File: src/rtl/vend_ctrl_n_if.sv
`default_nettype none
// ============================================================================
// Module   : vend_ctrl_n_if
// Function : Front-panel / actuator bundle for vend_ctrl_n.
// Revision : 1.0
// ============================================================================
interface vend_ctrl_n_if #(
    parameter int NUM_ITEMS = 3,
    parameter int CREDIT_W  = 4
);
    logic                 coin5;
    logic                 coin10;
    logic [NUM_ITEMS-1:0] sel;
    logic                 cancel;
    logic                 restock;
    logic [NUM_ITEMS-1:0] available;
    logic [NUM_ITEMS-1:0] drop;
    logic                 change5;
    logic                 change10;
    logic                 coin_reject;
    logic [CREDIT_W-1:0]  credit;
    logic [1:0]           state;

    modport master (
        output coin5, coin10, sel, cancel, restock,
        input  available, drop, change5, change10, coin_reject, credit, state
    );

    modport slave (
        input  coin5, coin10, sel, cancel, restock,
        output available, drop, change5, change10, coin_reject, credit, state
    );
endinterface
`default_nettype wire

File: src/rtl/vend_ctrl_n.sv
`default_nettype none
// ============================================================================
// Module   : vend_ctrl_n
// Function : N-product vending controller with priced items, stock counters,
//            saturating credit and serial change. Macro VEND_MULTI_VEND_EN
//            keeps leftover credit after a purchase instead of refunding it.
// Revision : 1.0
// ============================================================================
module vend_ctrl_n #(
    parameter int                     NUM_ITEMS  = 3,
    parameter int                     CREDIT_W   = 4,
    parameter int                     STOCK_W    = 4,
    parameter int                     INIT_STOCK = 8,
    parameter int                     MAX_CREDIT = 10,
    parameter logic [8*NUM_ITEMS-1:0] PRICE_VEC  = {8'd5, 8'd3, 8'd2}
) (
    input  logic          clk,
    input  logic          rst_n,
    vend_ctrl_n_if.slave  bus
);

    typedef enum logic [1:0] {
        S_IDLE   = 2'd0,
        S_CREDIT = 2'd1,
        S_DROP   = 2'd2,
        S_CHANGE = 2'd3
    } state_t;

    localparam int SUM_W = CREDIT_W + 2;

    state_t               r_state;
    state_t               w_state_nxt;
    logic [CREDIT_W-1:0]  r_credit;
    logic [CREDIT_W-1:0]  w_credit_nxt;
    logic [STOCK_W-1:0]   r_stock [NUM_ITEMS];
    logic [NUM_ITEMS-1:0] r_item;
    logic [NUM_ITEMS-1:0] w_item_nxt;
    logic [NUM_ITEMS-1:0] r_available;
    logic [NUM_ITEMS-1:0] w_avail_now;
    logic                 r_coin_reject;
    logic                 w_coin_reject_nxt;
    logic [CREDIT_W-1:0]  w_price [NUM_ITEMS];
    logic [CREDIT_W-1:0]  w_item_price;
    logic [1:0]           w_coin_val;
    logic [SUM_W-1:0]     w_credit_sum;
    logic                 w_coin_any;
    logic                 w_over;
    logic                 w_sel_ok;
    logic [NUM_ITEMS-1:0] w_drop;
    logic                 w_change5;
    logic                 w_change10;

    for (genvar gi = 0; gi < NUM_ITEMS; gi++) begin : g_item
        localparam logic [7:0] c_PRICE8 = PRICE_VEC[8*gi +: 8];
        assign w_price[gi]     = CREDIT_W'(c_PRICE8);
        assign w_avail_now[gi] = (r_stock[gi] != '0) && (r_credit >= w_price[gi]);
    end

    always_comb begin
        w_item_price = '0;
        for (int i = 0; i < NUM_ITEMS; i++) begin
            if (r_item[i]) begin
                w_item_price = w_item_price | w_price[i];
            end
        end
    end

    // coin10 weighs 2, coin5 weighs 1, so the pair is already the binary value
    assign w_coin_val   = {bus.coin10, bus.coin5};
    assign w_coin_any   = |w_coin_val;
    assign w_credit_sum = SUM_W'(r_credit) + SUM_W'(w_coin_val);
    assign w_over       = w_credit_sum > SUM_W'(MAX_CREDIT);
    // Live check guards against the registered flag lagging a credit/stock change
    assign w_sel_ok     = $onehot(bus.sel) && (|(bus.sel & r_available & w_avail_now));

    always_comb begin
        w_state_nxt       = r_state;
        w_credit_nxt      = r_credit;
        w_item_nxt        = r_item;
        w_coin_reject_nxt = 1'b0;
        w_drop            = '0;
        w_change5         = 1'b0;
        w_change10        = 1'b0;
        case (r_state)
            S_IDLE, S_CREDIT: begin
                if (bus.cancel && (r_state == S_CREDIT)) begin
                    w_state_nxt       = S_CHANGE;
                    w_coin_reject_nxt = w_coin_any;
                end else if (w_sel_ok) begin
                    w_item_nxt        = bus.sel;
                    w_state_nxt       = S_DROP;
                    w_coin_reject_nxt = w_coin_any;
                end else if (w_coin_any) begin
                    if (w_over) begin
                        w_coin_reject_nxt = 1'b1;
                    end else begin
                        w_credit_nxt = w_credit_sum[CREDIT_W-1:0];
                        w_state_nxt  = S_CREDIT;
                    end
                end
            end
            S_DROP: begin
                w_drop            = r_item;
                w_coin_reject_nxt = w_coin_any;
                w_credit_nxt      = r_credit - w_item_price;
                if (w_credit_nxt == '0) begin
                    w_state_nxt = S_IDLE;
                end else begin
`ifdef VEND_MULTI_VEND_EN
                    w_state_nxt = S_CREDIT;
`else
                    w_state_nxt = S_CHANGE;
`endif
                end
            end
            S_CHANGE: begin
                w_coin_reject_nxt = w_coin_any;
                if (r_credit >= CREDIT_W'(2)) begin
                    w_change10   = 1'b1;
                    w_credit_nxt = r_credit - CREDIT_W'(2);
                end else if (r_credit != '0) begin
                    w_change5    = 1'b1;
                    w_credit_nxt = r_credit - CREDIT_W'(1);
                end
                if (w_credit_nxt == '0) begin
                    w_state_nxt = S_IDLE;
                end
            end
            default: w_state_nxt = S_IDLE;
        endcase
    end

    always_ff @(posedge clk) begin
        if (!rst_n) begin
            r_state       <= S_IDLE;
            r_credit      <= '0;
            r_item        <= '0;
            r_available   <= '0;
            r_coin_reject <= 1'b0;
        end else begin
            r_state       <= w_state_nxt;
            r_credit      <= w_credit_nxt;
            r_item        <= w_item_nxt;
            r_available   <= w_avail_now;
            r_coin_reject <= w_coin_reject_nxt;
        end
    end

    // Restock overrides the decrement of a coincident dispense
    always_ff @(posedge clk) begin
        for (int i = 0; i < NUM_ITEMS; i++) begin
            if (!rst_n || bus.restock) begin
                r_stock[i] <= STOCK_W'(INIT_STOCK);
            end else if ((r_state == S_DROP) && r_item[i]) begin
                r_stock[i] <= r_stock[i] - STOCK_W'(1);
            end
        end
    end

    assign bus.available   = r_available;
    assign bus.drop        = w_drop;
    assign bus.change5     = w_change5;
    assign bus.change10    = w_change10;
    assign bus.coin_reject = r_coin_reject;
    assign bus.credit      = r_credit;
    assign bus.state       = r_state;

endmodule
`default_nettype wire

File: src/flat_wrapper.sv
// flat-port wrapper written by rule: the top's interface ports become plain ports
module vend_ctrl_n_flat 
#(
    parameter int                     NUM_ITEMS  = 3,
    parameter int                     CREDIT_W   = 4,
    parameter int                     STOCK_W    = 4,
    parameter int                     INIT_STOCK = 8,
    parameter int                     MAX_CREDIT = 10,
    parameter logic [8*NUM_ITEMS-1:0] PRICE_VEC  = {8'd5, 8'd3, 8'd2}
)
  (clk, rst_n, bus_coin5, bus_coin10, bus_sel, bus_cancel, bus_restock, bus_available, bus_drop, bus_change5, bus_change10, bus_coin_reject, bus_credit, bus_state);
  vend_ctrl_n_if #(.NUM_ITEMS(NUM_ITEMS), .CREDIT_W(CREDIT_W)) bus_i ();
  input  logic clk;
  input  logic rst_n;
  input wire logic [$bits(bus_i.coin5)-1:0] bus_coin5;
  input wire logic [$bits(bus_i.coin10)-1:0] bus_coin10;
  input wire logic [$bits(bus_i.sel)-1:0] bus_sel;
  input wire logic [$bits(bus_i.cancel)-1:0] bus_cancel;
  input wire logic [$bits(bus_i.restock)-1:0] bus_restock;
  output wire logic [$bits(bus_i.available)-1:0] bus_available;
  output wire logic [$bits(bus_i.drop)-1:0] bus_drop;
  output wire logic [$bits(bus_i.change5)-1:0] bus_change5;
  output wire logic [$bits(bus_i.change10)-1:0] bus_change10;
  output wire logic [$bits(bus_i.coin_reject)-1:0] bus_coin_reject;
  output wire logic [$bits(bus_i.credit)-1:0] bus_credit;
  output wire logic [$bits(bus_i.state)-1:0] bus_state;
  assign bus_i.coin5 = bus_coin5;
  assign bus_i.coin10 = bus_coin10;
  assign bus_i.sel = bus_sel;
  assign bus_i.cancel = bus_cancel;
  assign bus_i.restock = bus_restock;
  assign bus_available = bus_i.available;
  assign bus_drop = bus_i.drop;
  assign bus_change5 = bus_i.change5;
  assign bus_change10 = bus_i.change10;
  assign bus_coin_reject = bus_i.coin_reject;
  assign bus_credit = bus_i.credit;
  assign bus_state = bus_i.state;
  vend_ctrl_n #(.NUM_ITEMS(NUM_ITEMS), .CREDIT_W(CREDIT_W), .STOCK_W(STOCK_W), .INIT_STOCK(INIT_STOCK), .MAX_CREDIT(MAX_CREDIT), .PRICE_VEC(PRICE_VEC)) u_core (.clk(clk), .rst_n(rst_n), .bus(bus_i));
endmodule
File: config.mk
export PLATFORM = sky130hd
export DESIGN_NAME = vend_ctrl_n_flat
export DESIGN_NICKNAME = d
export VERILOG_FILES = /design/src/rtl/vend_ctrl_n_if.sv /design/src/rtl/vend_ctrl_n.sv /design/src/flat_wrapper.sv
export SDC_FILE = /design/constraint.sdc
export NUM_CORES = 1
export LEC_CHECK = 0
export BUFFER_PORTS_ARGS = -buffer_cell sky130_fd_sc_hd__buf_2
export CORE_MARGIN = 1.5
export CORE_UTILIZATION = 45
export DETAILED_ROUTE_END_ITERATION = 8
export GPL_TIMING_DRIVEN = 0
export PLACE_DENSITY = 0.78
export RECOVER_POWER = 25
export SETUP_SLACK_MARGIN = 0.4
export SYNTH_ARGS = -nofsm -noshare
export SYNTH_HDL_FRONTEND = slang
export SYNTH_SLANG_ARGS = --single-unit
File: constraint.sdc
create_clock -name clk -period 2.2 [get_ports clk]
set_input_delay 0.44 -clock clk [delete_from_list [all_inputs] [get_ports clk]]
set_output_delay 0.44 -clock clk [all_outputs]
set_load 0.05 [all_outputs]
# Word-level counts from Yosys, hierarchy flattened
# Memory sizes are Yosys's and may differ from the RTL's.
# Cells that the tools add are included.
# totals
mem_count	1
in_bits	9
output_inout_bits	15
word_cells	103
ram_bits	12
regBits	13
# op_classes
n_lt_le_gt_ge	4
muxes	43
add_sub_neg	9
n_reduce_logical	24
bitwise_logic	6
eq_ne	11
# memory_table
name	depth	word_bits	rd	rd_clocked_by_memory_dff	write_ports	line	text
u_core.r_stock	3	4	3	0	3	vend_ctrl_n.sv:35	logic [STOCK_W-1:0] r_stock [NUM_ITEMS];
# ops
cell	n
two-way mux 4 bit	10
two-way mux 1 bit	20
two-way mux 2 bit	8
nonzero test 4 bit	4
subtractor 4 x 1 -> 4 bit (second input constant)	4
case mux 4 bit (3 select lines)	1
greater-or-equal comparator 4 x 2 -> 1 bit (second input constant)	2
logical AND 1 bit	8
zero test 4 bit	2
bitwise AND 3 bit	2
> comparator 6 x 4 -> 1 bit (second input constant)	1
two-way mux 3 bit	2
inequality test 2 bit (second input constant)	3
case mux 2 bit (3 select lines)	1
AND reduction 3 bit	2
OR reduction 2 bit	3
adder 4 x 2 -> 5 bit	1
== test 2 x 1 -> 1 bit (second input constant)	2
== test 2 bit (second input constant)	2
greater-or-equal comparator 4 x 3 -> 1 bit (second input constant)	1
inequality test 2 x 1 -> 1 bit (second input constant)	2
inequality test 4 x 1 -> 1 bit (second input constant)	1
inequality test 4 bit (second input constant)	1
AND reduction 4 bit	1
11 further kinds	13

# Longest topological paths before layout
# Gate-level depths: netlist of the first run.
# An unclocked memory read counts as a cell.
# logic_depth
word_depth	9
mapped_depth	9

# Least setup slack after synthesis of the first run
# Ideal clock, no wire load.
# synth_timing
kind	reg2out
startpoint	register u_core.r_credit[0] (netlist: u_core.bus.credit[0])
endpoint	output port bus_change5
stages_incl_launch_ff	5
n_path_buf	0
t_arrival_ns	2.748
setup_slack_ns	-0.988
t_required_ns	1.760
cell_sequence	dfxtp_1 > inv_1 > ha_1 > or4_4 > nor3_1
# synth_via
elab_chain_len	4
elab_cells_between_ends	5
# synth_lines
item	line	text
from (decl)	vend_ctrl_n.sv:33	logic [CREDIT_W-1:0] r_credit;
from (signal assigned)	vend_ctrl_n.sv:142	r_credit <= w_credit_nxt;
branches (longest 2 deep; another with greater-or-equal comparator 4 x 2 -> 1 bit)	n/a	
two-way mux 1 bit *	vend_ctrl_n.sv:118	if (r_credit >= CREDIT_W'(2)) begin
two-way mux 1 bit *	vend_ctrl_n.sv:84	case (r_state)
to (decl)	flat_wrapper.sv:22	output wire logic [$bits(bus_i.change5)-1:0] bus_change5;
# Mark *: on every way between the ends.

# Worst setup path after layout of the first run
# layout_timing
startpoint	register u_core.r_credit[0] (netlist: u_core.bus.credit[0])
endpoint	register u_core.r_state[0] (netlist: u_core.bus.state[0])
# layout_via
elab_chain_len	8
elab_cells_between_ends	28
# layout_lines
item	line	text
branches (longest 8 deep; another with > comparator 6 x 4 -> 1 bit)	n/a	
to (signal assigned)	vend_ctrl_n.sv:141	r_state <= w_state_nxt;
to (decl)	vend_ctrl_n.sv:31	state_t r_state;
# Parallel ways; which one is timed is not known. The select of a mux whose other input is x is not followed.
# A chain may end at the register's enable or synchronous reset.

==> results of run 1 <==
## per-stage QoR
stage	TNS, ps	util (%)	std cells
floorplan	0	-	193
global placement	-942.6	53.91	263
detailed placement	-1138	53.91	263
CTS	0	60.59	282
global route	-54.95	62.37	284
finish	0	62.37	284
## layout make-up
cell class,count,area share [%]
Multi-Input combinational cell,150,52.14
Clock buffer,3,1.768
Buffer,6,1.929
Sequential cell,25,27.12
Timing Repair Buffer,39,11.95
Tap cell,48,2.572
Clock inverter,1,0.3215
Inverter,12,2.197
## registers in the layout, summed over array words and instances, names as in the netlist
register / cells
u_core.bus.available: 3
u_core.bus.coin_reject: 1
u_core.bus.credit: 4
u_core.bus.state: 2
u_core.r_item: 3
u_core.r_stock: 12
## critical path: stages, from the launching register on
cell and delay, ps:
dfxtp_4 370, ha_2 200, fa_2 550, nand2_1 50
a31oi_1 190, nand3_1 190, o21ai_1 130, a31oi_1 120
o221a_1 260
## synth_stat cells (2+ instances only)
cell type,n
fa_1,3
nor2_1,19
mux2i_1,3
nor3_1,6
a21o_1,2
buf_6,2
buf_4,2
nor3b_1,3
nor2b_1,6
inv_1,12
ha_1,16
o21a_1,2
nand3_1,9
and3_1,2
nand2b_1,5
and2_1,4
nand2_1,13
a31oi_1,5
o221ai_1,3
xnor2_1,11
a21oi_1,8
dfxtp_1,13
or2_2,2
edfxtp_1,12
o21ai_0,10
## power by group through the flow
stage	Combinational, mW	Clock [mW]	Sequential (mW)
global route	2.11	0.302	0.711
detailed placement	1.52	0	0.722
CTS	1.79	0.278	0.694
floorplan	0.962	0	0.958
finish	1.97	0.282	0.699
global placement	1.49	0	0.722
## routing by layer
| layer | up-vias | routed length (um) | part of all wire (%) | GRT usage, % |
|---|---|---|---|---|
| met5 | - | 0 | 0 | 0 |
| met3 | 10 | 243 | 5.4 | 3.407 |
| met1 | 772 | 1979 | 44 | 29.84 |
| met2 | 50 | 2226 | 49 | 35.86 |
| li1 | 768 | - | - | - |
| met4 | 0 | 70 | 1.5 | 5.357 |
## final timing paths
path                                      from                           endpoint  slack, ps  cells past startpoint
min reg2reg  u_core.bus.credit[0]$_SDFFE_PN0P_  u_core.bus.credit[0]$_SDFFE_PN0P_        520                      2
max reg2reg  u_core.bus.credit[0]$_SDFFE_PN0P_   u_core.bus.state[0]$_SDFFE_PN0P_         30                      8
min                                 bus_sel[0]      u_core.r_item[0]$_SDFFE_PN0P_        450                      3
max          u_core.bus.credit[0]$_SDFFE_PN0P_   u_core.bus.state[0]$_SDFFE_PN0P_         30                      8
## kinds of logic (layout without fill, tap and decap cells)
kind of cell / count (synthesis) / after routing / synth area share [%]
AND/OR/NAND/NOR: 77 / 77 / 23.09
AO/OA/AOI/OAI: 39 / 39 / 14.81
flip-flops: 25 / 25 / 34.81
adder cells (fa/ha/maj): 19 / 19 / 14.60
buffers and inverters: 18 / 61 / 5.122
XOR/XNOR: 12 / 12 / 5.895
multiplexers: 3 / 3 / 1.684
## repair_timing
item | in CTS | in global routing
pin swaps | 12 | 7
setup buffers | 15 | 2
setup endpoints to repair | 14 | 15
gates resized for setup | 18 | 19
==> summary.md, run 1 <==
| Metric | Value |
|---|---|
| Result of the run | finished, final reports clean |
| Site Rows | 22 |
| Largest cells by area after synthesis | edfxtp_1 20%, dfxtp_1 15%, ha_1 11% |
| Total via count after detailed routing | 1600 |
| Clock tree from TritonCTS | built |
| First-pass GRT wire length | 7210 um |
| Number of instances in the synthesized netlist | 193 |
| Diode insertion count for antenna repair | 0 |
| Core footprint | 0.003744 mm2 |
| Max IR drop VDD | 0.0007732 V |
| Clock root buffer | clkbuf_8 |
| Maximum Capacitance Violations | 0 |
| Setup-failing EPs final | 0 |
| Final critical-path setup slack | 26.32 ps |
| Die outline height | 65.95 um |
| Maximum number of pins on one net before global-route repair | 16 |
| Via count of the first global-routing pass | 1528 |
| P_sw | 1.445 mW |
| Critical Path AT | 2340 ps |
| Worst-skew pair later-pin latency | 270 ps |
| Final std cell area, no fill | 0.002335 mm2 |
| Final RePlAce weighted congestion | 0.8352 |
| Most common cell after layout, fill and taps aside | buf_4 |
| Post-synthesis cell type count | 45 |
| DRC violations left | 0 |
| Power per unit of standard cell area | 1262 mW/mm2 |
| Int Pwr | 1.501 mW |
| Starting utilization of the core area | 47.63% |
| Skew final | 3.930 ps |
| Hold_buf cts | 0 |
| Total of fill cells in the finished design | 317 |
| Crit start category | flop |
| Sequential share of power | 23.7% |
| Die Wd | 65.95 um |
| Leakage power figure | 0.9280 nW |
| Slew margin rel. | 57.78% |
| Placed wire-length estimate after detailed placement | 2960 um |
| Global route overflow | 0 |
| Total clock buffers created by CTS | 3 |
| Total area of multi-input combinational cells | 0.001217 mm2 |
| Logic gate share of total power | 66.7% |
| FMAX | 460.1 MHz |
| Number of antenna violations at the first check in global routing | 0 |
| Number of routed nets with antenna violations | 0 |
| Top-level port count | 24 |
| CTS sink cnt | 25 |
| Initial DRC Count | 74 |
| Worst Path Required | 2360 ps |
| Maximum buffer depth of the clock tree | 2 |
| Most frequent cells in the layout | 20 x buf_4, 17 x nor2_1, 13 x nand2_1, 13 x ha_1, 12 x edfxtp_1 |
| Final layout net count | 265 |
| Total of flip-flops plus latches after synthesis | 25 |
| Wire per inst | 15.91 um |
| Synthesized area per cell | 9.238 um2 |
| Time the final worst path needs with I/O delays and setup | 2174 ps |
| Number of synthesized flops with an enable pin | 12 |
| Type of element capturing the critical path | flop |
| Die area | 0.004349 mm2 |
| Path category of the worst min-delay check | in2reg |
| Pre-CTS worst setup slack | -187.6 ps |
| Total Wirelength | 4519 um |
| Proportion of layout cells with a drive suffix above 1 | 35.17% |
| Global routing usage summed across all routing layers | 21.71% |
| Worst Path Class, Setup | reg2reg |
| Worst hold margin | 449.0 ps |
| Combined flip-flop and latch cell area | 633.1 um2 |
| Buffers on Ports | 22 |
| Unrepaired setup endpoints after global routing | yes |
| Final hold violations | 0 |
| Transition time at the pin with the least slew margin | 626.7 ps |
| Fraction of registers with async set or reset after synthesis | 0% |
| Cell type with the largest total area after synthesis | edfxtp_1 |
| CTS clock-pin slew for the worst setup and hold paths | 90 ps |
| Share of the synthesized area in the top cell type | 20.21% |
| Relative contribution of the clock network to total power | 9.6% |
| CP max FO | 4 |
| Prevailing post-synth register cell | dfxtp_1 |
| Post-Syn Nets | 221 |
| Area added between synthesis and finish | 30.95% |
| H-tree lvl count | 1 |
| Max-slew violation total from the final report | 0 |
| Post-synthesis sequential area ratio | 34.81% |
| Area after detailed placement | 0.002018 mm2 |
| Number of vias per cell after detailed routing | 5.634 |
| Post-Synthesis Cell Area | 0.001783 mm2 |
| Synth Warn # | 0 |
| Sw Ratio | 49.04% |
| Period utilisation layout | 98.80% |
| Power Total | 2.946 mW |
| First-pass detailed-route iteration total | 4 |
Note: power is estimated with default switching activity, not from simulation.
==> run 2, diff against run 1 <==
- ABC_AREA: not set -> 1
- SKIP_LAST_GASP: not set -> 1
==> run 2 against run 1 <==
  * Critical path depth rose by 2
  * Power fell by 1.2%
  * Worst setup slack improved by 230 ps
  * Combinational power barely moved
  * Global-route usage fell by 2.4 points
  * Register-to-register slack improved by 230 ps
  * Largest cell class unchanged
  * Clock skew fell by 1.8 ps
  * Die area rose by 12%
  * Wire length rose by 3.0%
  * Non-clock buffer count fell by 4
  * Flip-flop and latch count did not move
  * Synthesized area rose by 12%
==> summary.md, run 2 <==
| Metric | Value |
|---|---|
| Result of the run | finished, final reports clean (unchanged) |
| Sw Ratio | 51.49% (was 49.04%) |
| Worst Path Required | 2390 ps (was 2360 ps) |
| Wire per inst | 13.14 um (was 15.91 um) |
| Critical Path AT | 2130 ps (was 2340 ps) |
| Leakage power figure | 1.171 nW (was 0.9280 nW) |
| Post-Syn Nets | 288 (was 221) |
| Final std cell area, no fill | 0.002509 mm2 (was 0.002335 mm2) |
| First-pass GRT wire length | 7631 um (was 7210 um) |
| Power Total | 2.912 mW (was 2.946 mW) |
| Post-Synthesis Cell Area | 0.001999 mm2 (was 0.001783 mm2) |
| Final layout net count | 331 (was 265) |
| Die outline height | 69.66 um (was 65.95 um) |
| Max IR drop VDD | 0.0007204 V (was 0.0007732 V) |
| Fraction of registers with async set or reset after synthesis | 0% (unchanged) |
| Die Wd | 69.66 um (was 65.95 um) |
| CP max FO | 6 (was 4) |
| Total Wirelength | 4653 um (was 4519 um) |
| Placed wire-length estimate after detailed placement | 3361 um (was 2960 um) |
| Most frequent cells in the layout | 60 x nand2_1, 32 x nor2_1, 27 x inv_1, 15 x nand3_1, 14 x buf_4 (was 20 x buf_4, 17 x nor2_1, 13 x nand2_1, 13 x ha_1, 12 x edfxtp_1) |
| Clock root buffer | clkbuf_8 (unchanged) |
| Total of flip-flops plus latches after synthesis | 25 (unchanged) |
| Post-synthesis cell type count | 33 (was 45) |
| Synth cell count leaders | 63 x nand2_1, 37 x nor2_1, 32 x inv_1, 16 x ha_1, 16 x nand3_1 (was 19 x nor2_1, 16 x ha_1, 13 x dfxtp_1, 13 x nand2_1) |
| Relative contribution of the clock network to total power | 10.2% (was 9.6%) |
| Post-synthesis sequential area ratio | 31.04% (was 34.81%) |
| Synth Warn # | 0 (unchanged) |
| Final hold violations | 0 (unchanged) |
| Top-level port count | 24 (unchanged) |
| Share of the synthesized area in the top cell type | 18.02% (was 20.21%) |
| Post-Route Utilization | 58.02% (was 62.37%) |
| DRC violations left | 0 (unchanged) |
| Initial DRC Count | 73 (was 74) |
| Max-slew violation total from the final report | 0 (unchanged) |
| Unrepaired setup endpoints after global routing | yes (unchanged) |
| Period utilisation layout | 88.18% (was 98.80%) |
| Number of routed nets with antenna violations | 0 (unchanged) |
| Core footprint | 0.004324 mm2 (was 0.003744 mm2) |
| Maximum buffer depth of the clock tree | 2 (unchanged) |
| Site Rows | 24 (was 22) |
| Maximum number of pins on one net before global-route repair | 16 (unchanged) |
| P_sw | 1.499 mW (was 1.445 mW) |
| Register with the most flip-flops | u_core.r_stock (unchanged) |
| Prevailing post-synth register cell | dfxtp_1 (unchanged) |
| Number of vias per cell after detailed routing | 5.003 (was 5.634) |
| Type of element capturing the critical path | flop (unchanged) |
| Synthesized area per cell | 7.690 um2 (was 9.238 um2) |
| Area added between synthesis and finish | 25.47% (was 30.95%) |
| Worst-skew pair later-pin latency | 280 ps (was 270 ps) |
| Max FFs per register | 12 (unchanged) |
| Power per unit of standard cell area | 1161 mW/mm2 (was 1262 mW/mm2) |
| Slew margin rel. | 60.22% (was 57.78%) |
| Area after detailed placement | 0.002228 mm2 (was 0.002018 mm2) |
| Total clock buffers created by CTS | 3 (unchanged) |
| Number of synthesized flops with an enable pin | 12 (unchanged) |
| Global route overflow | 0 (unchanged) |
| Crit start category | flop (unchanged) |
| Skew final | 2.142 ps (was 3.930 ps) |
| Final-layout setup total negative slack | 0 ps (unchanged) |
| Number of antenna violations at the first check in global routing | 0 (unchanged) |
| Global routing usage summed across all routing layers | 19.35% (was 21.71%) |
| Maximum Capacitance Violations | 0 (unchanged) |
| Path category of the worst min-delay check | in2reg (unchanged) |
| CTS sink cnt | 25 (unchanged) |
| Pre-CTS worst setup slack | 185.8 ps (was -187.6 ps) |
| Sequential share of power | 23.0% (was 23.7%) |
| Final RePlAce weighted congestion | 0.9041 (was 0.8352) |
| Proportion of layout cells with a drive suffix above 1 | 35.43% (was 35.17%) |
| Cell type with the largest total area after synthesis | edfxtp_1 (unchanged) |
| Most common cell after layout, fill and taps aside | nand2_1 (was buf_4) |
| Int Pwr | 1.413 mW (was 1.501 mW) |
| FMAX | 515.5 MHz (was 460.1 MHz) |
| H-tree lvl count | 1 (unchanged) |
| Transition time at the pin with the least slew margin | 599.3 ps (was 626.7 ps) |
| Total via count after detailed routing | 1771 (was 1600) |
| Buffers on Ports | 22 (unchanged) |
| Setup-failing EPs final | 0 (unchanged) |
| Diode insertion count for antenna repair | 0 (unchanged) |
| CTS clock-pin slew for the worst setup and hold paths | 100 ps (was 90 ps) |
| Final critical-path setup slack | 260.1 ps (was 26.32 ps) |
| First-pass detailed-route iteration total | 5 (was 4) |
| Time the final worst path needs with I/O delays and setup | 1940 ps (was 2174 ps) |
| Starting utilization of the core area | 46.24% (was 47.63%) |
| Die area | 0.004852 mm2 (was 0.004349 mm2) |
| Clock tree from TritonCTS | built (unchanged) |
| Number of instances in the synthesized netlist | 260 (was 193) |
| Most frequently used cell type in the post-synthesis netlist | nand2_1 (was nor2_1) |
| Via count of the first global-routing pass | 1762 (was 1528) |
| Logic gate share of total power | 66.8% (was 66.7%) |
| Worst Path Class, Setup | reg2reg (unchanged) |
| Largest cells by area after synthesis | edfxtp_1 18%, dfxtp_1 13%, nand2_1 12% (was edfxtp_1 20%, dfxtp_1 15%, ha_1 11%) |
## run 2: changes by cell type after synthesis, sizes merged, moves of 5 or more
| cell | before | now |
|---|---|---|
| xnor2 | 11 | 4 |
| nand2 | 13 | 71 |
| nor2 | 19 | 44 |
| inv | 12 | 40 |
| nor2b | 6 | 0 |
| nand3 | 10 | 27 |
| nor3 | 6 | 0 |
| and2 | 5 | 0 |
| nand2b | 5 | 0 |
## run 2: metal layers
metal	track usage [%]	share of wire, %	up-vias
li1	-	-	906
met1	24.40	43	808
met2	35.15	50	47
met3	2.326	4.8	10
met4	4.701	2.0	0
met5	0	0	-
## run 2: cell families after synthesis
kind of cell               count (synthesis)  synth area share (%)
xor gates and xnor gates                   4                 1.752
and+or+nand+nor                          151                 39.99
AOI/OAI and AO/OA                         18                 5.069
DFF                                       25                 31.04
adders and majority gates                 19                 13.02
buffers and inverters                     43                 9.136
## run 2: worst paths after layout
check                                     from                               end  slack, ps  cells past startpoint
min reg2reg      u_core.r_item[1]$_SDFFE_PN0P_     u_core.r_item[1]$_SDFFE_PN0P_        510                      2
max reg2reg  u_core.bus.credit[0]$_SDFFE_PN0P_  u_core.bus.state[0]$_SDFFE_PN0P_        260                     10
min                                 bus_sel[1]     u_core.r_item[1]$_SDFFE_PN0P_        480                      3
max          u_core.bus.credit[0]$_SDFFE_PN0P_  u_core.bus.state[0]$_SDFFE_PN0P_        260                     10
## run 2: timing repair
action | in CTS | in global routing
endpoints found under the hold margin | 0 | 0
setup buffers | 11 | 5
gates resized for setup | 18 | 23
endpoints found under the setup margin | 11 | 15
hold buffers | 0 | 0
pin swaps | 8 | 9
## run 2: worst max-delay path, stage by stage, from the launching register on
cell and delay, ps:
dfxtp_1 400, inv_4 80, ha_2 200, fa_2 580
nand2_2 60, o21ai_2 150, nand2_1 90, inv_2 70
nand3_2 60, nor2_2 110, nor2_1 40
## run 2: per-stage QoR
stage                     hold slack, ps  cells
after floorplan                    480.5    260
after global placement             504.1    334
after detailed placement           513.3    334
after CTS                          470.8    349
after global routing               496.6    354
final                              479.3    354
## run 2: power by group through the flow
stage	clock (mW)	sequential [mW]	combinational, mW
floorplan	0	0.941	1.05
global route	0.309	0.685	2.11
detailed placement	0	0.706	1.59
CTS	0.299	0.671	1.81
finish	0.296	0.670	1.95
global placement	0	0.706	1.56
## run 2: area by class of cell
cell class | instances | area [um2]
buffer | 3 | 27.53
clock buffer | 3 | 41.29
clock inverter | 1 | 7.507
fill | 375 | 1815
inverter | 40 | 163.9
multi-input combinational | 192 | 1315
sequential | 25 | 628.1
tap | 52 | 65.06
timing repair buffer | 38 | 260.3
